--- src/rtl/addsub_occupancy_accumulator.sv ---
// Registered add/subtract occupancy counter bounded to 0..CAPACITY, with
// valid/ready handshakes, a load override and sticky range-error flags.
module addsub_occupancy_accumulator #(
    parameter int unsigned WIDTH    = 8,
    parameter int unsigned CAPACITY = 200,
    parameter bit          SATURATE = 1'b1
) (
    input  logic             clk,
    input  logic             rst,
    input  logic             in_valid,
    output logic             in_ready,
    input  logic             op_sub,
    input  logic [WIDTH-1:0] operand,
    input  logic             load,
    input  logic [WIDTH-1:0] load_value,
    input  logic             clr_err,
    output logic [WIDTH-1:0] count,
    output logic             out_valid,
    input  logic             out_ready,
    output logic             full,
    output logic             empty,
    output logic             overflow_err,
    output logic             underflow_err,
    output logic             reject
);

    localparam logic [WIDTH-1:0] CAP_N = WIDTH'(CAPACITY);
    localparam logic [WIDTH:0]   CAP_W = (WIDTH+1)'(CAPACITY);

    logic [WIDTH-1:0] count_q, count_d;
    logic             out_valid_q, out_valid_d;
    logic             ovf_q, ovf_d;
    logic             unf_q, unf_d;
    logic             reject_q, reject_d;

    logic             accept;
    logic [WIDTH:0]   sum;
    logic             add_oor;
    logic             sub_oor;

    assign in_ready = !load && (!out_valid_q || out_ready);
    assign accept   = in_valid && in_ready;

    // Subtract is count + ~operand + 1; bit WIDTH clear means a borrow occurred.
    assign sum     = {1'b0, count_q} + {1'b0, operand ^ {WIDTH{op_sub}}} + {{WIDTH{1'b0}}, op_sub};
    assign add_oor = !op_sub && (sum > CAP_W);
    assign sub_oor = op_sub && !sum[WIDTH];

    always_comb begin
        count_d     = count_q;
        out_valid_d = out_valid_q && !out_ready;
        ovf_d       = ovf_q && !clr_err;
        unf_d       = unf_q && !clr_err;
        reject_d    = 1'b0;

        if (load) begin
            out_valid_d = 1'b1;
            if ({1'b0, load_value} > CAP_W) begin
                count_d = CAP_N;
                ovf_d   = 1'b1;
            end else begin
                count_d = load_value;
            end
        end else if (accept) begin
            out_valid_d = 1'b1;
            if (add_oor) begin
                ovf_d = 1'b1;
                if (SATURATE) count_d  = CAP_N;
                else          reject_d = 1'b1;
            end else if (sub_oor) begin
                unf_d = 1'b1;
                if (SATURATE) count_d  = '0;
                else          reject_d = 1'b1;
            end else begin
                count_d = sum[WIDTH-1:0];
            end
        end
    end

    always_ff @(posedge clk) begin
        if (rst) begin
            count_q     <= '0;
            out_valid_q <= 1'b0;
            ovf_q       <= 1'b0;
            unf_q       <= 1'b0;
            reject_q    <= 1'b0;
        end else begin
            count_q     <= count_d;
            out_valid_q <= out_valid_d;
            ovf_q       <= ovf_d;
            unf_q       <= unf_d;
            reject_q    <= reject_d;
        end
    end

    assign count         = count_q;
    assign out_valid     = out_valid_q;
    assign overflow_err  = ovf_q;
    assign underflow_err = unf_q;
    assign reject        = reject_q;
    assign full          = (count_q == CAP_N);
    assign empty         = (count_q == '0);

endmodule

--- config.mk ---
export PLATFORM = sky130hd
export DESIGN_NAME = addsub_occupancy_accumulator
export DESIGN_NICKNAME = d
export VERILOG_FILES = /design/src/rtl/addsub_occupancy_accumulator.sv
export SDC_FILE = /design/constraint.sdc
export NUM_CORES = 1
export LEC_CHECK = 0
export ABC_AREA = 1
export ABC_CLOCK_PERIOD_IN_PS = 3800
export BUFFER_PORTS_ARGS = -buffer_cell sky130_fd_sc_hd__buf_2
export CORE_AREA = 2 2 68 70
export DETAILED_ROUTE_END_ITERATION = 8
export DIE_AREA = 0 0 70 72
export GPL_TIMING_DRIVEN = 0
export PLACE_DENSITY_LB_ADDON = 0.12
export REMOVE_ABC_BUFFERS = 1
export SYNTH_ARGS = -nofsm -noshare
export SYNTH_HDL_FRONTEND = slang
export SYNTH_SLANG_ARGS = --single-unit
export TNS_END_PERCENT = 20
--- constraint.sdc ---
create_clock -name clk -period 3.8 [get_ports clk]
set_clock_uncertainty 0.05 [all_clocks]
set_input_delay 0.38 -clock clk [delete_from_list [all_inputs] [get_ports clk]]
set_output_delay 0.38 -clock clk [all_outputs]
set_load 0.01 [all_outputs]
# ---- Word level (Yosys, flattened, before mapping)
# Cells that the tools add are included.
dict set report word_totals {
  out_inout_bits 15
  elab_cells 41
  ff_bits 11
  in_bits 23
}
dict set report op_classes {
  bitwise 1
  addsub 2
  muxes 15
  magnitude_cmp 2
  reduce_logical 16
  n_eq_ne 1
}
# cell count
set op_table {}
lappend op_table {{$mux W8} 5}
lappend op_table {{$mux W1} 10}
lappend op_table {{$add A8 B8 Y9} 1}
lappend op_table {{$add A9 B1 Y9} 1}
lappend op_table {{$gt A9 B8 Y1 const B} 1}
lappend op_table {{$eq A8 B8 Y1 const B} 1}
lappend op_table {{$gt A8 B8 Y1 const B} 1}
lappend op_table {{$logic_not A8 Y1} 1}
lappend op_table {{$xor A8 B8 Y8} 1}
lappend op_table {{$logic_and A1 B1 Y1} 7}
lappend op_table {{$logic_not A1 Y1} 6}
lappend op_table {{$reduce_bool A2 Y1} 1}
lappend op_table {{$logic_or A1 B1 Y1} 1}

# ---- Logic depth before layout (Yosys ltp)
# Gate-level depths: netlist of run 1.
dict set report depth {
  word_depth 9
  mapped_depth 17
  mapped_depth_nobuf 16
}

# ---- Worst setup path after synthesis of run 1
# OpenSTA, ideal clock, no wires.
dict set report synth_path {
  kind {in2reg}
  startpoint {input port op_sub}
  endpoint {register count_q[3], in the netlist count[3]}
  t_required_ps 3634
  slack_ps 1683
  stages 13
  arrival_time_ps 1952
  path_buffers 1
  setup_time_ps 116
  path_cell_list {buf_6 > xor2_1 > fa_1 > xnor2_1 > nand3_1 > nand3_1 > nand3_1 > nand3_2 > nand2_2 > nand2_4 > nand3_1 > nand2_1 > a21oi_1}
}
dict set report synth_via {
  elab_chain_cells 9
  word_cells_on_any_way 12
  classes_between {add/sub (2); order compare (1); mux (4); bitwise (1); reduce/logical (4)}
}
# element line
set synth_lines {}
lappend synth_lines {{start: declaration} 12} ;# input logic op_sub,
lappend synth_lines {{parallel branches: the longest is 6 deep, another holds $add A8 B8 Y9} n/a}
lappend synth_lines {{$mux W8 *} 66} ;# if (add_oor) begin
lappend synth_lines {{$mux W8 *} 64} ;# end else if (accept) begin
lappend synth_lines {{$mux W8 *} 56} ;# if (load) begin
lappend synth_lines {{end signal: assignment} 88} ;# count_q <= count_d;
lappend synth_lines {{end: declaration} 30} ;# logic [WIDTH-1:0] count_q, count_d;
# Mark *: on every way between the ends. The select of a mux whose other input is x is not followed.
# A chain may end at the register's enable or synchronous reset.

# ---- Worst setup path in the final report of run 1
# Same ends and word-level chain as after synthesis.

==> metrics.md, run 1 <==
| Metric | Value |
|---|---|
| Outcome | `finished, final reports clean` |
| F_max | `453 MHz` |
| Max Transition Viols Final | `0` |
| Core area | `4260 sq um` |
| Final ANT Viol Nets | `0` |
| Worst R2R Setup Slack | `1.65 ns` |
| Multi-input combinational cell area | `781 sq um` |
| Slew HR | `56.2%` |
| Worst R2R End | `count[3]` |
| Core Util, Final | `32.4%` |
| DR WL/cell | `12.1 um` |
| Residual DRC | `0` |
| Fin Setup TNS | `0 ns` |
| Part of the cycle the worst path needs | `58.1%` |
| R2R cell count | `13` |
| Register area | `220 sq um` |
| Hold depth | `2` |
| Antenna Diode Count | `0` |
| Grt ovf | `0` |
| Root Driver | `clkbuf_8` |
| M1 GR Usage | `16.2%` |
| Final net count | `238` |
| Crit-path max cell delay | `0.47 ns` |
| Drt pass-1 iters | `4` |
| Boundary Pins | `38` |
| I/O Buffers | `36` |
| Initial antenna violation count | `0` |
| Number of setup buffers added after CTS | `0` |
| Max-cap violations | `0` |
| VDD IR max | `70.7 uV` |
| RR Startpoint | `count[0]` |
| Setup violators final | `0` |
| Skew-Pair Late Insertion Delay | `0.24 ns` |
| Power per Cell Area | `358 nW/um^2` |
| Hold Fails Final Rpt | `0` |
| Post-Syn Area per Cell | `6.58 sq um` |
| Min-Delay Path Class | `primary input to flip-flop` |
| Hold path start | `rst` |
| Largest delay share family, worst path | `simple AND/OR/NAND/NOR gates` |
| # fillers | `507` |
| Crit-path max FO | `9` |
| Placed cell area | `1340 sq um` |
| Largest net degree at the start of global routing | `13` |
| GR Util met2 | `23.4%` |
| Worst Setup Start Kind | `primary input` |
| Least-Margin Pin Slew | `0.654 ns` |
| Setup CP Type | `primary input to flip-flop` |
| Clock slew at reported path FFs | `0.05 ns` |
| Min cycle time layout | `2.21 ns` |
| Post-CTS Hold Fix Bufs | `0` |
| GR peak layer | `met2` |
| Die height | `72 um` |
| Buf/Inv on CP | `2` |
| Clock tree buffer depth | `2` |
| Clock sinks | `11` |
| Worst hold slack | `0.329 ns` |
| CTS resizes | `0` |
| GP Congestion | `0.708` |
| TritonCTS Buffers | `3` |
| Leak | `0.741 nW` |
| FP Rows | `24` |
| Total power | `0.000494 W` |
| Vias | `1214` |
| Vias/cell | `4.71` |
| Initial core utilization | `26.2%` |
| CP Capture Type | `flip-flop` |
| H-tree levels | `1` |
| Setup crit start | `op_sub` |
| Non-Filler Cell Area, Final | `1380 sq um` |
| Area growth, synth to finish | `23.5%` |
| Die Wd | `70 um` |
| Grt met3 use | `2.08%` |
| Slowest library cell on the worst path | `fa_1` |
| Post-DP HPWL | `2.62 mm` |
| Vias in the first global route | `1166` |
| Die Area | `5040 sq um` |
| Critical Path AT | `2.29 ns` |
| DR iter-0 viols | `47` |
| Cell Area, Synth | `1120 sq um` |
| Unrepaired setup endpoints after global routing | `no` |
| Worst Hold End | `count[3]` |
| Final wirelength | `3.12 mm` |
| Synth Instances | `170` |
| Yosys cell types | `31` |
| Layout cells sized above 1 | `25.7%` |
| Global-route wire length before repair | `5.38 mm` |
| Global-route usage over all layers | `13.1%` |
| Register bit total from synthesis | `11` |
| Crit-path cells | `buf_2 > xor2_1 > fa_1 > nand3_1 > nand2_1 > nand4_1 > nand2_1 > nor2_2 > inv_1 > nand3_1 > nand3_1 > nand2_1 > a21oi_1` |
| Synth warn | `0` |
| Sequential cell area fraction in the yosys report | `19.7%` |
| CTS tree | `done` |
| Req. time, crit path | `3.88 ns` |
## sequential cells by signal, indices dropped and copies added (netlist names)
register / cells
underflow_err: 1
out_valid: 1
overflow_err: 1
count: 8
## power by group
group	internal, W	switching, W
sequential	0.000127	0.0000142
combinational	0.0000920	0.000142
clock	0.0000738	0.0000457
total	0.000292	0.000202
## worst max-delay path by stage
stage / end / slack [ns] / cells past startpoint
floorplan: count[3] / 1.82 / 12
global placement: count[3] / 1.27 / 12
detailed placement: count[3] / 1.29 / 13
CTS: count[3] / 1.54 / 13
global route: count[7] / 1.37 / 13
finish: count[3] / 1.59 / 13
## Yosys cell counts (all sizes together)
master	number	area share (%)
o31ai	1	0.67
nor4	1	0.56
buf	3	2.1
a31oi	8	4.5
clkbuf	1	0.34
conb	1	0.34
nor2	10	3.6
a22oi	1	0.67
o21ai	6	2.7
nor3	5	2.2
fa	1	1.8
inv	24	8.1
nand2	42	18
xor2	7	5.5
o21a	1	0.67
nand4	5	2.8
ha	7	7.8
nand3	16	7.6
xnor2	3	2.3
o31a	1	0.78
dfxtp	11	20
or2	2	1.1
a21oi	13	5.8
## stage by stage
step / worst slack [ns] / cells
after detailed placement: 1.29 / 254
after global routing: 1.37 / 258
final: 1.59 / 258
after floorplan: 1.82 / 166
after global placement: 1.27 / 254
after CTS: 1.54 / 258
## logic make-up after synthesis
group	synth area share [%]
AOI/OAI and AO/OA	15.8
xor gates and xnor gates	7.83
adders and majority gates	9.62
buffers and inverters	10.5
DFF	19.7
other	0.335
and+or+nand+nor	36.2
## per-layer routing
metal  up-vias  wire [um]
met2        33       1510
met1       543       1430
met5         -          0
met3         4        147
li1        634          -
met4         0         42
## area by class of cell
| type | count | share of cell area, % |
|---|---|---|
| tap | 52 | 4.71 |
| timing repair buffer | 36 | 13.0 |
| inverter | 24 | 6.52 |
| multi-input combinational | 131 | 56.5 |
| sequential | 11 | 15.9 |
| clock buffer | 4 | 3.26 |
## placed cells by master, fill, tap and decap left out, types with 4 or more instances in the layout
master,n
buf_2,36
nand3_1,15
inv_1,22
dfxtp_1,11
nand2_4,5
ha_1,7
o21ai_0,6
nand4_1,5
nor3_1,5
nand2_2,4
a21oi_1,13
nor2_1,9
xor2_1,7
a31oi_1,8
nand2_1,33
(Power assumes the default switching activity.)
==> run 2, diff against run 1 <==
- ABC_CLOCK_PERIOD_IN_PS: 3800 -> 2000
- clock period: 3.8 -> 2 ns (I/O delays scaled with it)
==> metrics.md, run 2 (synthesis results as in run 1) <==
| Metric | Value |
|---|---|
| CTS tree | `done` |
| Final ANT Viol Nets | `0 (unchanged)` |
| Final net count | `242 (+1.7%)` |
| Most frequent cells in the layout | `buf_2, nand2_1, inv_1` |
| DR WL/cell | `12.9 um (+6.7%)` |
| # fillers | `489 (-3.6%)` |
| Core area | `4260 sq um (unchanged)` |
| Hold path start | `rst` |
| Root Driver | `clkbuf_8` |
| M1 GR Usage | `17.0% (+0.77 points)` |
| Req. time, crit path | `2.08 ns (-1.80 ns)` |
| Vias/cell | `4.76 (+1.2%)` |
| TritonCTS Buffers | `3 (unchanged)` |
| DR iter-0 viols | `48 (+2.1%)` |
| Outcome | `finished, final reports clean` |
| Min cycle time layout | `1.94 ns` |
| Boundary Pins | `38 (unchanged)` |
| Final wirelength | `3.38 mm (+8.4%)` |
| GP Congestion | `0.708 (unchanged)` |
| Grt met3 use | `2.22% (+0.14 points)` |
| Drt pass-1 iters | `4 (unchanged)` |
| Worst R2R Setup Slack | `0.06 ns (-1.59 ns)` |
| Clock slew at reported path FFs | `0.05 ns (about the same)` |
| R2R cell count | `13 (unchanged)` |
| Commonest non-fill, non-tap cell in the layout | `buf_2` |
| Largest net degree at the start of global routing | `13 (unchanged)` |
| Global-route usage over all layers | `14.0% (+0.85 points)` |
| Slew HR | `60.8% (+4.6 points)` |
| Hold Fails Final Rpt | `0 (unchanged)` |
| Residual DRC | `0 (unchanged)` |
| Unrepaired setup endpoints after global routing | `yes` |
| Final Non-Filler Cells | `262 (+1.6%)` |
| GR Util met2 | `24.1% (+0.74 points)` |
| Max reg flops | `8 (unchanged)` |
| Min-Delay Path Class | `primary input to flip-flop` |
| Global-route wire length before repair | `5.71 mm (+6.2%)` |
| Initial antenna violation count | `0 (unchanged)` |
| Worst Setup Start Kind | `flip-flop` |
| Setup violators final | `0 (unchanged)` |
| Critical path capture point | `count[3]` |
| FP Rows | `24 (unchanged)` |
| Power per Cell Area | `675 nW/um^2 (+89%)` |
| RR Startpoint | `count[0]` |
| Crit-path max FO | `5 (-4)` |
| Grt ovf | `0 (unchanged)` |
| Antenna Diode Count | `0 (unchanged)` |
| Critical Path AT | `2.02 ns (-0.27 ns)` |
| Initial core utilization | `26.2% (unchanged)` |
| Placed cell area | `1340 sq um (unchanged)` |
| Post-Place Cells | `254 (unchanged)` |
| Die Area | `5040 sq um (unchanged)` |
| I/O Buffers | `36 (unchanged)` |
| Leak | `0.787 nW (+6.2%)` |
| Part of the cycle the worst path needs | `96.9%` |
| CP Capture Type | `flip-flop` |
| Post-DP HPWL | `2.62 mm (unchanged)` |
| GR peak layer | `met2` |
| Skew-Pair Late Insertion Delay | `0.24 ns (about the same)` |
| Vias in the first global route | `1232 (+5.7%)` |
| Clock tree buffer depth | `2 (unchanged)` |
| H-tree levels | `1 (unchanged)` |
| Setup CP Type | `flip-flop to flip-flop` |
| Max Transition Viols Final | `0 (unchanged)` |
| Max-cap violations | `0 (unchanged)` |
| F_max | `516 MHz` |
| Worst R2R End | `count[3]` |
| Layout cells sized above 1 | `39.5% (+14 points)` |
| Least-Margin Pin Slew | `0.583 ns (-0.0709 ns)` |
| Non-Filler Cell Area, Final | `1570 sq um (+14%)` |
| Clock sinks | `11 (unchanged)` |
| Setup crit start | `count[0]` |
| Vias | `1248 (+2.8%)` |
| VDD IR max | `132 uV (+86%)` |
| Die height | `72 um (unchanged)` |
| Worst hold slack | `0.134 ns (-0.195 ns)` |
| Area growth, synth to finish | `40.6%` |
| Die Wd | `70 um (unchanged)` |
## run 2: changes by cell type in the layout (fill, tap and decap cells not counted), sizes merged
| cell | before | now |
|---|---|---|
| buf | 36 | 40 |
## run 2: layout make-up
type / count / area (sq um) / share of cell area, %
multi-input combinational: 131 / 935 / 59.4
timing repair buffer: 40 / 213 / 13.5
inverter: 24 / 90.1 / 5.73
tap: 52 / 65.1 / 4.14
clock buffer: 4 / 45.0 / 2.86
sequential: 11 / 225 / 14.3
## run 2: worst min path at each step
stage,end,slack [ns],cells after the start
2_1_floorplan,count[3],0.22,1
3_3_place_gp,out_valid,0.40,3
3_5_place_dp,out_valid,0.40,3
4_1_cts,count[3],0.15,2
5_1_grt,count[3],0.15,2
6_report,count[3],0.13,2
## run 2: worst max-delay path: stages (launching register included)
cell	delay, ns
dfxtp_4	0.35
nand2_4	0.06
nand2_4	0.05
fa_2	0.41
nand3_2	0.09
nand2_2	0.08
nand4_1	0.08
nand2_1	0.10
nor2_4	0.12
inv_1	0.11
nand3_1	0.11
nand3_2	0.09
nand2_2	0.09
a21oi_2	0.05
## run 2: timing repair
action | CTS | global route
endpoints found under the setup margin | 9 | 9
buffers inserted | 4 | 0
hold buffers | 0 | 0
gates resized for setup | 17 | 16
pin swaps | 9 | 10
gates cloned | 0 | 0
## run 2: through the flow
stage,util [%],total power (W),setup WS [ns],setup TNS [ns]
finish,36.9,0.00106,0.0622,0
global route,36.9,0.00115,-0.0618,-0.180
detailed placement,31.3,0.000722,-0.333,-2.08
global placement,31.3,0.000723,-0.349,-2.14
floorplan,-,0.000589,0.0717,0
CTS,34.9,0.00101,0.00346,0
## run 2: per-layer routing
metal | vias to the layer above | part of all wire (%)
li1 | 645 | -
met1 | 563 | 44
met2 | 32 | 49
met3 | 8 | 4.5
met4 | 0 | 2.6
met5 | - | 0
## run 2: report_power, final
group / internal (W) / switching [W]
clock network: 0.000140 / 0.0000862
logic: 0.000245 / 0.000318
registers: 0.000241 / 0.0000314
